--- src/rtl/riscv_mpsoc_pkg.sv ---
// Shared AHB-Lite constants and UART transmitter types for the MPSoC MMIO slaves.
package riscv_mpsoc_pkg;

  // AHB transfer types
  localparam logic [1:0] HTRANS_IDLE   = 2'b00;
  localparam logic [1:0] HTRANS_BUSY   = 2'b01;
  localparam logic [1:0] HTRANS_NONSEQ = 2'b10;
  localparam logic [1:0] HTRANS_SEQ    = 2'b11;

  // AHB response codes
  localparam logic HRESP_OKAY  = 1'b0;
  localparam logic HRESP_ERROR = 1'b1;

  // UART transmitter register offsets from UART_BASE
  localparam logic [31:0] UART_TXDATA_OFS = 32'h0000_0000;
  localparam logic [31:0] UART_STATUS_OFS = 32'h0000_0004;

  // Serializer states
  typedef enum logic [1:0] {
    UART_IDLE  = 2'b00,
    UART_START = 2'b01,
    UART_DATA  = 2'b10,
    UART_STOP  = 2'b11
  } uart_tx_state_t;

  // True for transfer types that carry a real address phase
  function automatic logic is_xfer_trans(input logic [1:0] htrans);
    logic result;
    case (htrans)
      HTRANS_NONSEQ: result = 1'b1;
      HTRANS_SEQ:    result = 1'b1;
      default:       result = 1'b0;
    endcase
    return result;
  endfunction

  // STATUS register layout: level[15:8], busy[2], empty[1], full[0]
  function automatic logic [31:0] uart_status_word(input logic [7:0] level,
                                                   input logic       busy,
                                                   input logic       empty,
                                                   input logic       full);
    return {16'h0000, level, 5'b00000, busy, empty, full};
  endfunction

endpackage

--- src/rtl/riscv_mmio_fifo.sv ---
// Synchronous FIFO with occupancy level; DEPTH must be a power of two so the
// pointers wrap naturally. Pushes when full and pops when empty are ignored.
module riscv_mmio_fifo
  import riscv_mpsoc_pkg::*;
#(
  parameter int WIDTH = 8,
  parameter int DEPTH = 4
) (
  input  logic                       clk,
  input  logic                       rst,
  input  logic                       push,
  input  logic [WIDTH-1:0]           push_data,
  input  logic                       pop,
  output logic [WIDTH-1:0]           pop_data,
  output logic                       full,
  output logic                       empty,
  output logic [$clog2(DEPTH):0]     level
);

  localparam int AW = $clog2(DEPTH);
  localparam int LW = AW + 1;

  logic [WIDTH-1:0] mem_r [DEPTH];
  logic [AW-1:0]    wr_ptr_r;
  logic [AW-1:0]    rd_ptr_r;
  logic [LW-1:0]    level_r;
  logic             push_ok_s;
  logic             pop_ok_s;

  // Qualify requests against the registered occupancy
  always_comb begin
    push_ok_s = push & ~full;
    pop_ok_s  = pop & ~empty;
  end

  // Storage array and write pointer
  always_ff @(posedge clk or posedge rst) begin
    if (rst) begin
      for (int i = 0; i < DEPTH; i++) begin
        mem_r[i] <= '0;
      end
      wr_ptr_r <= '0;
    end else if (push_ok_s) begin
      mem_r[wr_ptr_r] <= push_data;
      wr_ptr_r        <= wr_ptr_r + AW'(1);
    end else begin
      wr_ptr_r <= wr_ptr_r;
    end
  end

  // Read pointer
  always_ff @(posedge clk or posedge rst) begin
    if (rst) begin
      rd_ptr_r <= '0;
    end else if (pop_ok_s) begin
      rd_ptr_r <= rd_ptr_r + AW'(1);
    end else begin
      rd_ptr_r <= rd_ptr_r;
    end
  end

  // Occupancy level; simultaneous push and pop leave it unchanged
  always_ff @(posedge clk or posedge rst) begin
    if (rst) begin
      level_r <= '0;
    end else begin
      case ({push_ok_s, pop_ok_s})
        2'b10:   level_r <= level_r + LW'(1);
        2'b01:   level_r <= level_r - LW'(1);
        default: level_r <= level_r;
      endcase
    end
  end

  assign pop_data = mem_r[rd_ptr_r];
  assign full     = (level_r == LW'(DEPTH));
  assign empty    = (level_r == '0);
  assign level    = level_r;

endmodule

--- src/rtl/riscv_mmio_uart_tx.sv ---
// AHB-Lite MMIO buffered UART transmitter. CPU byte writes to TXDATA are queued
// in a small FIFO and sent 8N1 on uart_txd; a write to a full FIFO is held with
// wait states until the serializer frees an entry. STATUS exposes level/busy/
// empty/full with zero wait states.
module riscv_mmio_uart_tx
  import riscv_mpsoc_pkg::*;
#(
  parameter int                    HDATA_SIZE = 32,
  parameter int                    HADDR_SIZE = 32,
  parameter logic [HADDR_SIZE-1:0] UART_BASE  = 32'h8000_1080,
  parameter int                    FIFO_DEPTH = 4,
  parameter int                    BAUD_DIV   = 16
) (
  input  logic                  HCLK,
  input  logic                  HRESET,
  input  logic                  HSEL,
  input  logic [1:0]            HTRANS,
  input  logic [HADDR_SIZE-1:0] HADDR,
  input  logic                  HWRITE,
  input  logic [2:0]            HSIZE,
  input  logic [2:0]            HBURST,
  input  logic [HDATA_SIZE-1:0] HWDATA,
  input  logic                  HREADY,
  output logic [HDATA_SIZE-1:0] HRDATA,
  output logic                  HREADYOUT,
  output logic                  HRESP,
  output logic                  uart_txd,
  output logic                  tx_empty
);

  localparam int LVL_W = $clog2(FIFO_DEPTH) + 1;
  localparam int CNT_W = $clog2(BAUD_DIV);
  localparam logic [CNT_W-1:0] BAUD_LAST = CNT_W'(BAUD_DIV - 1);

  // Address decode
  logic [HADDR_SIZE-1:0] ofs_s;
  logic                  addr_valid_s;
  logic                  hit_txdata_s;
  logic                  hit_status_s;

  // Pending data phase
  logic dp_tx_write_r;
  logic dp_status_read_r;

  // FIFO interface
  logic             push_s;
  logic             pop_s;
  logic [7:0]       fifo_rdata_s;
  logic             fifo_full_s;
  logic             fifo_empty_s;
  logic [LVL_W-1:0] fifo_level_s;

  // Serializer
  uart_tx_state_t   state_r;
  logic [CNT_W-1:0] baud_cnt_r;
  logic [2:0]       bit_cnt_r;
  logic [7:0]       shift_r;
  logic             txd_r;
  logic             busy_s;
  logic             baud_last_s;

  logic [HDATA_SIZE-1:0] rdata_s;
  logic                  unused_s;

  // Only the low byte of the write data and the decoded offsets matter
  assign unused_s = ^{HSIZE, HBURST, HWDATA[HDATA_SIZE-1:8]};

  // Decode the address phase against the two word-aligned register offsets
  always_comb begin
    ofs_s        = HADDR - UART_BASE;
    addr_valid_s = HSEL & is_xfer_trans(HTRANS);
    hit_txdata_s = addr_valid_s & (ofs_s == HADDR_SIZE'(UART_TXDATA_OFS));
    hit_status_s = addr_valid_s & (ofs_s == HADDR_SIZE'(UART_STATUS_OFS));
  end

  // Capture the address phase when the bus is ready; a completed push retires
  // a pending TXDATA write even if the bus is held elsewhere
  always_ff @(posedge HCLK or posedge HRESET) begin
    if (HRESET) begin
      dp_tx_write_r    <= 1'b0;
      dp_status_read_r <= 1'b0;
    end else if (HREADY) begin
      dp_tx_write_r    <= hit_txdata_s & HWRITE;
      dp_status_read_r <= hit_status_s & ~HWRITE;
    end else if (push_s) begin
      dp_tx_write_r    <= 1'b0;
      dp_status_read_r <= dp_status_read_r;
    end else begin
      dp_tx_write_r    <= dp_tx_write_r;
      dp_status_read_r <= dp_status_read_r;
    end
  end

  // Push when the registered level shows space; otherwise stall the data phase
  always_comb begin
    push_s = dp_tx_write_r & ~fifo_full_s;
  end

  riscv_mmio_fifo #(
    .WIDTH (8),
    .DEPTH (FIFO_DEPTH)
  ) u_fifo (
    .clk       (HCLK),
    .rst       (HRESET),
    .push      (push_s),
    .push_data (HWDATA[7:0]),
    .pop       (pop_s),
    .pop_data  (fifo_rdata_s),
    .full      (fifo_full_s),
    .empty     (fifo_empty_s),
    .level     (fifo_level_s)
  );

  // Serializer bookkeeping shared by the pop request and the FSM
  always_comb begin
    busy_s      = (state_r != UART_IDLE);
    baud_last_s = (baud_cnt_r == BAUD_LAST);
  end

  // Pop a byte when idle, or at the end of a stop bit for a gapless next frame
  always_comb begin
    pop_s = 1'b0;
    case (state_r)
      UART_IDLE: pop_s = ~fifo_empty_s;
      UART_STOP: pop_s = baud_last_s & ~fifo_empty_s;
      default:   pop_s = 1'b0;
    endcase
  end

  // Serializer FSM: start bit, 8 data bits LSB first, stop bit; line level is
  // registered from the current state so it trails the state by one cycle
  always_ff @(posedge HCLK or posedge HRESET) begin
    if (HRESET) begin
      state_r    <= UART_IDLE;
      baud_cnt_r <= '0;
      bit_cnt_r  <= 3'd0;
      shift_r    <= 8'h00;
      txd_r      <= 1'b1;
    end else begin
      case (state_r)
        UART_START: txd_r <= 1'b0;
        UART_DATA:  txd_r <= shift_r[0];
        default:    txd_r <= 1'b1;
      endcase

      case (state_r)
        UART_IDLE: begin
          baud_cnt_r <= '0;
          bit_cnt_r  <= 3'd0;
          if (pop_s) begin
            shift_r <= fifo_rdata_s;
            state_r <= UART_START;
          end
        end
        UART_START: begin
          if (baud_last_s) begin
            baud_cnt_r <= '0;
            bit_cnt_r  <= 3'd0;
            state_r    <= UART_DATA;
          end else begin
            baud_cnt_r <= baud_cnt_r + CNT_W'(1);
          end
        end
        UART_DATA: begin
          if (baud_last_s) begin
            baud_cnt_r <= '0;
            shift_r    <= {1'b0, shift_r[7:1]};
            if (bit_cnt_r == 3'd7) begin
              bit_cnt_r <= 3'd0;
              state_r   <= UART_STOP;
            end else begin
              bit_cnt_r <= bit_cnt_r + 3'd1;
            end
          end else begin
            baud_cnt_r <= baud_cnt_r + CNT_W'(1);
          end
        end
        UART_STOP: begin
          if (baud_last_s) begin
            baud_cnt_r <= '0;
            if (pop_s) begin
              shift_r <= fifo_rdata_s;
              state_r <= UART_START;
            end else begin
              state_r <= UART_IDLE;
            end
          end else begin
            baud_cnt_r <= baud_cnt_r + CNT_W'(1);
          end
        end
        default: begin
          baud_cnt_r <= '0;
          bit_cnt_r  <= 3'd0;
          state_r    <= UART_IDLE;
        end
      endcase
    end
  end

  // Read data for the current data phase; only STATUS returns non-zero
  always_comb begin
    rdata_s = '0;
    if (dp_status_read_r) begin
      rdata_s = HDATA_SIZE'(uart_status_word(8'(fifo_level_s), busy_s,
                                             fifo_empty_s, fifo_full_s));
    end else begin
      rdata_s = '0;
    end
  end

  assign HRDATA    = rdata_s;
  assign HREADYOUT = ~(dp_tx_write_r & fifo_full_s);
  assign HRESP     = HRESP_OKAY;
  assign uart_txd  = txd_r;
  assign tx_empty  = fifo_empty_s & ~busy_s;

endmodule

--- config.mk ---
export PLATFORM = sky130hd
export DESIGN_NAME = riscv_mmio_uart_tx
export DESIGN_NICKNAME = d
export VERILOG_FILES = /design/src/rtl/riscv_mpsoc_pkg.sv /design/src/rtl/riscv_mmio_fifo.sv /design/src/rtl/riscv_mmio_uart_tx.sv
export SDC_FILE = /design/constraint.sdc
export NUM_CORES = 1
export LEC_CHECK = 0
export BUFFER_PORTS_ARGS = -buffer_cell sky130_fd_sc_hd__buf_4
export CORE_ASPECT_RATIO = 0.7
export CORE_MARGIN = 5
export CORE_UTILIZATION = 43
export DETAILED_ROUTE_END_ITERATION = 10
export PLACE_DENSITY = 0.76
export SYNTH_ARGS = -nofsm -noshare
export SYNTH_HDL_FRONTEND = slang
export SYNTH_SLANG_ARGS = --single-unit
--- constraint.sdc ---
create_clock -name HCLK -period 2.93 [get_ports HCLK]
set_input_delay 0.1465 -clock HCLK [delete_from_list [all_inputs] [get_ports HCLK]]
set_output_delay 0.1465 -clock HCLK [all_outputs]
set_load 0.03 [all_outputs]
==> qor.yml, run 1 <==
hpwlAfterDp_um: 5264
seq_area_frac_synth: 0.4279
p_per_area_nw_per_um2: 791.2
p_leak_nw: 1.935
worstSetupStartpointType: "flip-flop"
async_flop_share: 1.000
grt_max_degree: 38
pre_cts_slack_ps: 301.3
relSlewSlack: 0.5657
syn_avg_cell_area_um2: 11.55
post-route-min-period_ps: 2628
finalSetupViolCount: 0
clk_latency_ps: 330
max_cap_violations: 0
synth_top_area_frac: 0.4203
synth_flop_cell: "dfrtp_1"
fmax_mhz: 380.5
core_area_um2: 7838
ant_nets: 0
yosysWarningCount: 0
reg2reg_depth: 10
skew_ps: 3.849
r2r_start: "baud_cnt_r[0]"
hp-start: "HWDATA[2]"
yosysUniqueCellTypes: 52
holdPathStages: 2
grt_antenna_before_repair: 0
cts_sinks: 59
status: "finished clean"
dp.cells: 449
syn-cell-area_um2: 3453
cts_setup_buffers: 0
clockBufferDepth: 2
dr.pass1.iters: 4
tightest_slew_ps: 649.0
hold_violations: 0
chipHeight_um: 84.98
holdCritPathClass: "in -> reg"
crit_arrival_ps: 2870
die_x_um: 117.1
gp_congestion: 0.9441
fill_cells: 656
crit_type: "reg -> reg"
rsz0062_at_grt: "no"
clk_pin_slew_ps: 50
cp_max_fo: 7
synth_seq_cells: 59
drt_iter0_markers: 149
std_cell_rows: 27
wl_per_cell_um: 15.30
wl_um: 7114
required_ps: 3170
worstReg2RegEnd: "u_fifo.level[2]"
via_count: 2406
grt_overflow_total: 0
holdPathEnd: "u_fifo.mem_r[10]"
slew_viol_final: 0
ir_drop_uv: 361.7
cp-end-kind: "flip-flop"
finalNonFillerCells: 465
cts_tree: "yes"
io_pins: 113
yosysTopAreaCell: "dfrtp_1"
yosys-top-cells-area: "dfrtp_1 42%, mux2_2 16%, buf_4 5.9%"
nNetsFinal: 451
fin_crit_sh: 0.8970
synth_edf_count: 0
die_area_um2: 9952
cts-root-buf: "clkbuf_16"
drive_gt1_frac: 0.3791
antenna_cells: 0
initial_core_util: 0.4406
worst_slack_ps: 301.8
track_usage: 0.1538
ff2ff_setup_slack_ps: 300
drc: 0
grt_pass1_vias: 2343
grt_pass1_wl_um: 11740
final_area_um2: 4199
dpl-instance-area_um2: 3872
numPortBuffers: 54
cts-htree-levels: 3
area_growth_pct: 21.59
vias_per_cell: 5.174
tns_ps: 0
netlist_instances: 299
cts_buffers: 9
## Yosys cell counts, drive strengths merged (4+ instances only)
cell	count
nor2	11
a22o	4
mux4	8
and3	4
buf	29
nor3	10
clkbuf	4
and2	5
dfrtp	58
nor4	5
o21ai	8
inv	15
xor2	4
mux2	48
a21oi	7
ha	13
nor2b	4
nand2	18
xnor2	6
## worst max-delay path: stages, from the launching register on
cell,delay [ps]
dfrtp_1,390
ha_1,230
and3_1,310
a21oi_1,110
nor3_1,360
ha_1,270
inv_1,60
fa_1,370
xor2_1,150
nor2_1,110
xor2_1,170
## cell type report
cell class,count,area (um2),area share
Clock inverter,5,77.57,0.01847
Clock buffer,10,239.0,0.05691
Multi-Input combinational cell,218,1792,0.4267
Sequential cell,59,1478,0.3519
Inverter,15,56.30,0.01341
Timing Repair Buffer,57,430.4,0.1025
Tap cell,101,126.4,0.03010
## flip-flops by register name, summed over array words and instances (netlist names)
register / cells
u_fifo.mem_r: 32
shift_r: 8
baud_cnt_r: 4
bit_cnt_r: 3
u_fifo.level: 3
state_r: 2
u_fifo.rd_ptr_r: 2
u_fifo.wr_ptr_r: 2
dp_status_read_r: 1
dp_tx_write_r: 1
uart_txd: 1
## how the worst max path moves through the flow
stage / from / cells past startpoint / slack, ps / end
final: baud_cnt_r[0] / 10 / 300 / u_fifo.level[2]
after global routing: baud_cnt_r[0] / 10 / 150 / u_fifo.level[2]
after CTS: baud_cnt_r[0] / 10 / 280 / u_fifo.level[2]
after detailed placement: baud_cnt_r[0] / 10 / 300 / u_fifo.level[2]
after global placement: baud_cnt_r[0] / 10 / 360 / u_fifo.level[2]
after floorplan: baud_cnt_r[0] / 11 / 540 / u_fifo.level[2]
## report_power, final
part / switching (mW) / total (mW) / internal [mW]
clock network: 0.350 / 1.11 / 0.758
logic: 0.506 / 1.05 / 0.547
registers: 0.175 / 1.16 / 0.987
## layout by cell type (no fill, tap or decap), drive strengths merged, types with 2 or more instances in the layout
cell type   n
a21oi       7
mux4        8
buf        56
a21o        3
or4         3
a21boi      3
or3         3
and2        5
xor2        4
inv        15
mux2       48
conb       27
a22o        4
nor2       11
nor3       10
clkbuf     10
nand4       2
and3        4
nand3       3
xnor2       6
nand2      18
o21a        2
bufinv      2
nor4        5
ha         13
dfrtp      58
nor4b       2
clkinv      2
o21ai       8
nor2b       4
## repair_timing
action	4_1_cts	5_1_grt
endpoints found under the hold margin	22	0
gates resized for setup	0	0
hold buffers	1	0
## cell families after synthesis
family	count (synthesis)	share of synthesized area
AND/OR/NAND/NOR	74	0.1272
XOR/XNOR	10	0.02536
multiplexers	57	0.2116
adder cells (fa/ha/maj)	14	0.05290
flip-flops	59	0.4279
AO/OA/AOI/OAI	36	0.07246
other	1	0.001086
buffers and inverters	48	0.08152
## metrics by stage
stage                     total power [mW]    util  hold WS, ps
final                                3.322  0.5358        79.44
after global routing                 3.528  0.5358        81.40
after floorplan                      1.981       -        297.1
after CTS                            3.348  0.5358        71.43
after detailed placement             2.222  0.4941        209.3
after global placement               2.182  0.4941        195.8
## routing by layer
metal	GRT usage	share of wire
met3	0.04562	0.050
met2	0.2313	0.49
met4	0.05729	0.019
met5	0	0
met1	0.2098	0.44
Note: power is estimated with default switching activity, not from simulation.
==> run 2, diff against run 1 <==
--- a/config.mk
+++ b/config.mk
@@ -10,7 +10,8 @@
 export CORE_MARGIN = 5
 export CORE_UTILIZATION = 43
 export DETAILED_ROUTE_END_ITERATION = 10
-export PLACE_DENSITY = 0.76
+export PLACE_DENSITY = 0.72
+export RECOVER_POWER = 50
 export SYNTH_ARGS = -nofsm -noshare
 export SYNTH_HDL_FRONTEND = slang
 export SYNTH_SLANG_ARGS = --single-unit
==> constraint.sdc (replaced) <==
create_clock -name HCLK -period 2.5 [get_ports HCLK]
set_input_delay 0.125 -clock HCLK [delete_from_list [all_inputs] [get_ports HCLK]]
set_output_delay 0.125 -clock HCLK [all_outputs]
set_load 0.03 [all_outputs]
==> run 2 against run 1 <==
The run now ends with capacitance limit, slew limit left. Utilization fell by 0.29 points. Non-clock buffer count rose by 5. Register-to-register slack got worse by 60 ps. Sequential cell count did not move. Global-route usage rose by 0.17 points. Highest routed layer unchanged.
==> qor.yml, run 2 (synthesis gave the netlist of run 1 again) <==
cts_setup_buffers: 0  # unchanged
fmax_mhz: 443.5  # was 380.5 MHz
utilization: 0.5329  # was 0.5358
final_common_cell: "dfrtp_1"  # unchanged
status: "complete, but fails checks"  # was finished clean
via_count: 2394  # was 2,406
dr.pass1.iters: 4  # unchanged
drive_gt1_frac: 0.3750  # was 0.3791
wl_per_cell_um: 15.52  # was 15.30 um
drc: 0  # unchanged
p_leak_nw: 1.926  # was 1.935 nW
finalSetupViolCount: 0  # unchanged
hpwlAfterDp_um: 5484  # was 5264 um
fill_cells: 704  # was 656
vias_per_cell: 5.104  # was 5.174
gp_congestion: 0.9966  # was 0.9441
antenna_cells: 0  # unchanged
worstSetupStartpointType: "flip-flop"  # unchanged
cts_sinks: 59  # unchanged
die_area_um2: 9952  # unchanged
required_ps: 2750  # was 3170 ps
initial_core_util: 0.4406  # unchanged
dp.cells: 455  # was 449
tightest_slew_ps: 1510  # was 649.0 ps
hp-start: "HWDATA[7]"  # was HWDATA[2]
ir_drop_uv: 536.0  # was 361.7 uV
regMostFlops: "u_fifo.mem_r"  # unchanged
holdCritPathClass: "in -> reg"  # unchanged
cts-htree-levels: 3  # unchanged
cp-end-kind: "flip-flop"  # unchanged
grt_max_degree: 41  # was 38
cts_tree: "yes"  # unchanged
ant_nets: 0  # unchanged
cts-root-buf: "clkbuf_16"  # unchanged
grt_pass1_wl_um: 12040  # was 11,740 um
clk_pin_slew_ps: 50  # about the same
crit_arrival_ps: 2500  # was 2870 ps
die_x_um: 117.1  # unchanged
finalNonFillerCells: 469  # was 465
fin_crit_sh: 0.9018  # was 0.8970
grt_pass1_vias: 2408  # was 2,343
numPortBuffers: 54  # unchanged
core_area_um2: 7838  # unchanged
drt_iter0_markers: 125  # was 149
std_cell_rows: 27  # unchanged
holdPathEnd: "u_fifo.mem_r[31]"  # was u_fifo.mem_r[10]
skew_ps: 6.474  # was 3.849 ps
holdPathStages: 2  # unchanged
clockBufferDepth: 2  # unchanged
violations: "capacitance limit, slew limit"
worstReg2RegEnd: "u_fifo.level[2]"  # unchanged
rsz0062_at_grt: "no"  # unchanged
final_cell_mix: "58 x dfrtp_1, 57 x buf_4, 48 x mux2_2"  # was 58 x dfrtp_1, 56 x buf_4, 48 x mux2_2
reg2reg_depth: 10  # unchanged
hold_violations: 0  # unchanged
largest_register_ff_count: 32  # unchanged
io_pins: 113  # unchanged
post-route-min-period_ps: 2255  # was 2628 ps
p_per_area_nw_per_um2: 896.3  # was 791.2 nW/um2
top_regs: "u_fifo.mem_r: 32 flops, shift_r: 8 flops, baud_cnt_r: 4 flops"  # unchanged
r2r_start: "baud_cnt_r[0]"  # unchanged
relSlewSlack: -0.007873  # was 0.5657
cts_buffers: 9  # unchanged
wl_um: 7278  # was 7114 um
grt_antenna_before_repair: 0  # unchanged
clk_latency_ps: 320  # was 330 ps
max_cap_violations: 1  # was 0
chipHeight_um: 84.98  # unchanged
track_usage: 0.1555  # was 0.1538
area_growth_pct: 20.94  # was 21.59%
tns_ps: 0  # unchanged
grt_overflow_total: 0  # unchanged
cp_max_fo: 4  # was 7
crit_type: "reg -> reg"  # unchanged
nNetsFinal: 456  # was 451
ff2ff_setup_slack_ps: 250  # was 300 ps
slew_viol_final: 41  # was 0
[run 2: per-layer routing]
layer | track usage | share of wire | vias up
li1 | - | - | 1153
met1 | 0.2167 | 0.47 | 1177
met2 | 0.2364 | 0.48 | 51
met3 | 0.03920 | 0.038 | 13
met4 | 0.05208 | 0.016 | 0
met5 | 0 | 0 | -
[run 2: worst max path at each step]
| stage | startpoint | slack, ps | endpoint |
|---|---|---|---|
| 3_3_place_gp | baud_cnt_r[0] | 210 | u_fifo.level[2] |
| 5_1_grt | baud_cnt_r[0] | 8 | u_fifo.level[2] |
| 4_1_cts | baud_cnt_r[0] | 150 | u_fifo.level[2] |
| 6_report | baud_cnt_r[0] | 250 | u_fifo.level[2] |
| 2_1_floorplan | baud_cnt_r[0] | 110 | u_fifo.level[2] |
| 3_5_place_dp | baud_cnt_r[0] | 170 | u_fifo.level[2] |
[run 2: worst max-delay path, cell delays in order (launching register included)]
cell	delay, ps
dfrtp_1	390
ha_1	240
and3_1	200
a21oi_1	90
nor3_2	180
ha_1	220
inv_1	60
fa_1	370
xor2_1	150
nor2_1	120
xor2_1	150
[run 2: final cells by class]
| type | instances | area (um2) | share of cell area |
|---|---|---|---|
| timing repair buffer | 62 | 450.4 | 0.1078 |
| clock inverter | 2 | 12.51 | 0.002996 |
| inverter | 15 | 56.30 | 0.01348 |
| tap | 101 | 126.4 | 0.03026 |
| multi-input combinational | 218 | 1797 | 0.4302 |
| clock buffer | 12 | 256.5 | 0.06141 |
| sequential | 59 | 1478 | 0.3538 |
[run 2: power breakdown]
group	switching [mW]	internal (mW)	total [mW]
clock	0.396	0.709	1.11
combinational	0.608	0.668	1.28
sequential	0.205	1.16	1.36
total	1.21	2.53	3.74
[run 2: stage by stage]
stage	total power, mW	instance area (um2)	hold slack, ps	worst slack [ps]
2_1_floorplan	2.321	3551	275.6	110.6
3_3_place_gp	2.608	3918	350.1	208.6
3_5_place_dp	2.655	3918	360.5	169.6
4_1_cts	3.780	4187	20.67	146.2
5_1_grt	3.993	4177	60.18	7.681
6_report	3.744	4177	58.95	245.4
[run 2: timing repair]
action | 4_1_cts | 5_1_grt
resized for setup | 0 | 1
endpoints found under the setup margin | 0 | 1
hold buffers | 0 | 0
==> run 3, diff against run 2 <==
==> constraint.sdc (replaced) <==
create_clock -name HCLK -period 2.3 [get_ports HCLK]
set_input_delay 0.23 -clock HCLK [delete_from_list [all_inputs] [get_ports HCLK]]
set_output_delay 0.23 -clock HCLK [all_outputs]
set_load 0.03 [all_outputs]
==> run 3 against run 2 <==
The flow now finishes without violations. Die area is the same. Routed wire length increased by 4.2%. Non-clock buffer count is 6 higher. Design area up 2.8%. Via count up 3.5%. Global-route usage up 0.59 points. Clock power grew 29%. Clock-buffer cell count did not move. First-iteration DRC count down 6.4%. Worst hold slack better by 100 ps.
==> qor.yml, run 3 (synthesis gave the netlist of run 1 again) <==
antenna_cells: 0  # unchanged
track_usage: 0.1614  # was 0.1555
drive_gt1_frac: 0.3989  # was 0.3750
die_x_um: 117.1  # unchanged
clk_pin_slew_ps: 50  # about the same
final_common_cell: "buf_4"  # was dfrtp_1
numPortBuffers: 54  # unchanged
post-route-min-period_ps: 2226  # was 2255 ps
cts_buffers: 9  # unchanged
status: "finished clean"  # was complete, but fails checks
cts_tree: "yes"  # unchanged
initial_core_util: 0.4406  # unchanged
grt_antenna_before_repair: 0  # unchanged
tightest_slew_ps: 916.9  # was 1510 ps
std_cell_rows: 27  # unchanged
grt_pass1_vias: 2506  # was 2,408
finalSetupViolCount: 0  # unchanged
ir_drop_uv: 465.5  # was 536.0 uV
grt_overflow_total: 0  # unchanged
dpl-instance-area_um2: 3950  # was 3918 um2
holdCritPathClass: "in -> reg"  # unchanged
route.met3.wl_um: 398  # was 280 um
p_per_area_nw_per_um2: 1019  # was 896.3 nW/um2
nNetsFinal: 462  # was 456
p_leak_nw: 1.978  # was 1.926 nW
clk_latency_ps: 330  # was 320 ps
io_pins: 113  # unchanged
fin_crit_sh: 0.9680  # was 0.9018
relSlewSlack: 0.3881  # was -0.007873
final_cell_mix: "62 x buf_4, 58 x dfrtp_1, 48 x mux2_2"  # was 58 x dfrtp_1, 57 x buf_4, 48 x mux2_2
largest_register_ff_count: 32  # unchanged
required_ps: 2540  # was 2750 ps
cp_max_fo: 2  # was 4
ff2ff_setup_slack_ps: 70  # was 250 ps
dr.pass1.iters: 4  # unchanged
top_regs: "u_fifo.mem_r: 32 flops, shift_r: 8 flops, baud_cnt_r: 4 flops"  # unchanged
core_area_um2: 7838  # unchanged
wl_per_cell_um: 15.90  # was 15.52 um
crit_type: "reg -> reg"  # unchanged
via_count: 2478  # was 2,394
hpwlAfterDp_um: 5645  # was 5484 um
area_growth_pct: 24.28  # was 20.94%
holdWs_ps: 160.7  # was 58.95 ps
wl_um: 7583  # was 7278 um
clockBufferDepth: 2  # unchanged
cts_sinks: 59  # unchanged
cts-htree-levels: 3  # unchanged
gp_congestion: 0.9801  # was 0.9966
top_layer: "met4"  # unchanged
die_area_um2: 9952  # unchanged
met1Wirelength_um: 3315  # was 3396 um
ant_nets: 0  # unchanged
drt_iter0_markers: 117  # was 125
cts-root-buf: "clkbuf_16"  # unchanged
chipHeight_um: 84.98  # unchanged
cp-end-kind: "flip-flop"  # unchanged
skew_ps: 6.531  # was 6.474 ps
grt_max_degree: 37  # was 41
vias_per_cell: 5.195  # was 5.104
crit_arrival_ps: 2470  # was 2500 ps
hold_violations: 0  # unchanged
final_area_um2: 4292  # was 4177 um2
grt_pass1_wl_um: 12390  # was 12,040 um
fill_cells: 674  # was 704
worstSetupStartpointType: "flip-flop"  # unchanged
dr_wl_met2_um: 3790  # was 3482 um
max_cap_violations: 0  # was 1
slew_viol_final: 0  # was 41
drc: 0  # unchanged
regMostFlops: "u_fifo.mem_r"  # unchanged
fmax_mhz: 449.2  # was 443.5 MHz
-- run 3: timing repair --
| action | CTS | global route |
|---|---|---|
| setup endpoints to repair | 0 | 1 |
| hold buffers | 1 | 0 |
| endpoints found under the hold margin | 22 | 0 |
| gates resized for setup | 0 | 5 |
| buffers inserted | 0 | 3 |
-- run 3: power by group --
group | total, mW | switching (mW) | internal, mW
clock | 1.43 | 0.451 | 0.977
combinational | 1.52 | 0.741 | 0.774
sequential | 1.43 | 0.171 | 1.26
total | 4.37 | 1.36 | 3.01
-- run 3: worst paths after layout --
check                              start                  to  cells past startpoint
hold / removal                 HWDATA[7]     u_fifo.mem_r[7]                      2
max in group asynchronous         HRESET          shift_r[5]                      4
hold reg to reg               shift_r[0]            uart_txd                      2
setup / recovery           baud_cnt_r[0]     u_fifo.level[2]                     10
min in group asynchronous         HRESET  u_fifo.wr_ptr_r[1]                      3
setup reg to reg           baud_cnt_r[0]     u_fifo.level[2]                     10
-- run 3: worst max-delay path: stages (launching register included) --
cell and delay (ps):
dfrtp_1 370, ha_2 190, and3_4 180, a21oi_1 90, nor3_2 260, ha_2 240
inv_1 50, fa_2 330, xor2_1 140, nor2_1 130, xor2_1 170
-- run 3: cell type report --
class | instances | area (um2) | area share
Inverter | 15 | 56.30 | 0.01312
Sequential cell | 59 | 1478 | 0.3443
Timing Repair Buffer | 68 | 501.7 | 0.1169
Multi-Input combinational cell | 218 | 1809 | 0.4216
Clock inverter | 4 | 73.82 | 0.01720
Clock buffer | 12 | 246.5 | 0.05743
Tap cell | 101 | 126.4 | 0.02945
-- run 3: layer usage --
layer | vias to the layer above | track usage
met5 | - | 0
met4 | 0 | 0.04063
met3 | 8 | 0.05203
met2 | 77 | 0.2519
met1 | 1226 | 0.2177
li1 | 1167 | -
-- run 3: stage by stage --
stage	util	TNS [ps]	setup slack, ps	instances	power (mW)
finish	0.5476	0	73.59	477	4.372
CTS	0.5461	0	40.99	474	4.379
global route	0.5476	-34.60	-34.60	477	4.643
detailed placement	0.5040	0	64.60	457	2.927
floorplan	-	0	13.76	325	2.533
global placement	0.5040	0	155.5	457	2.868
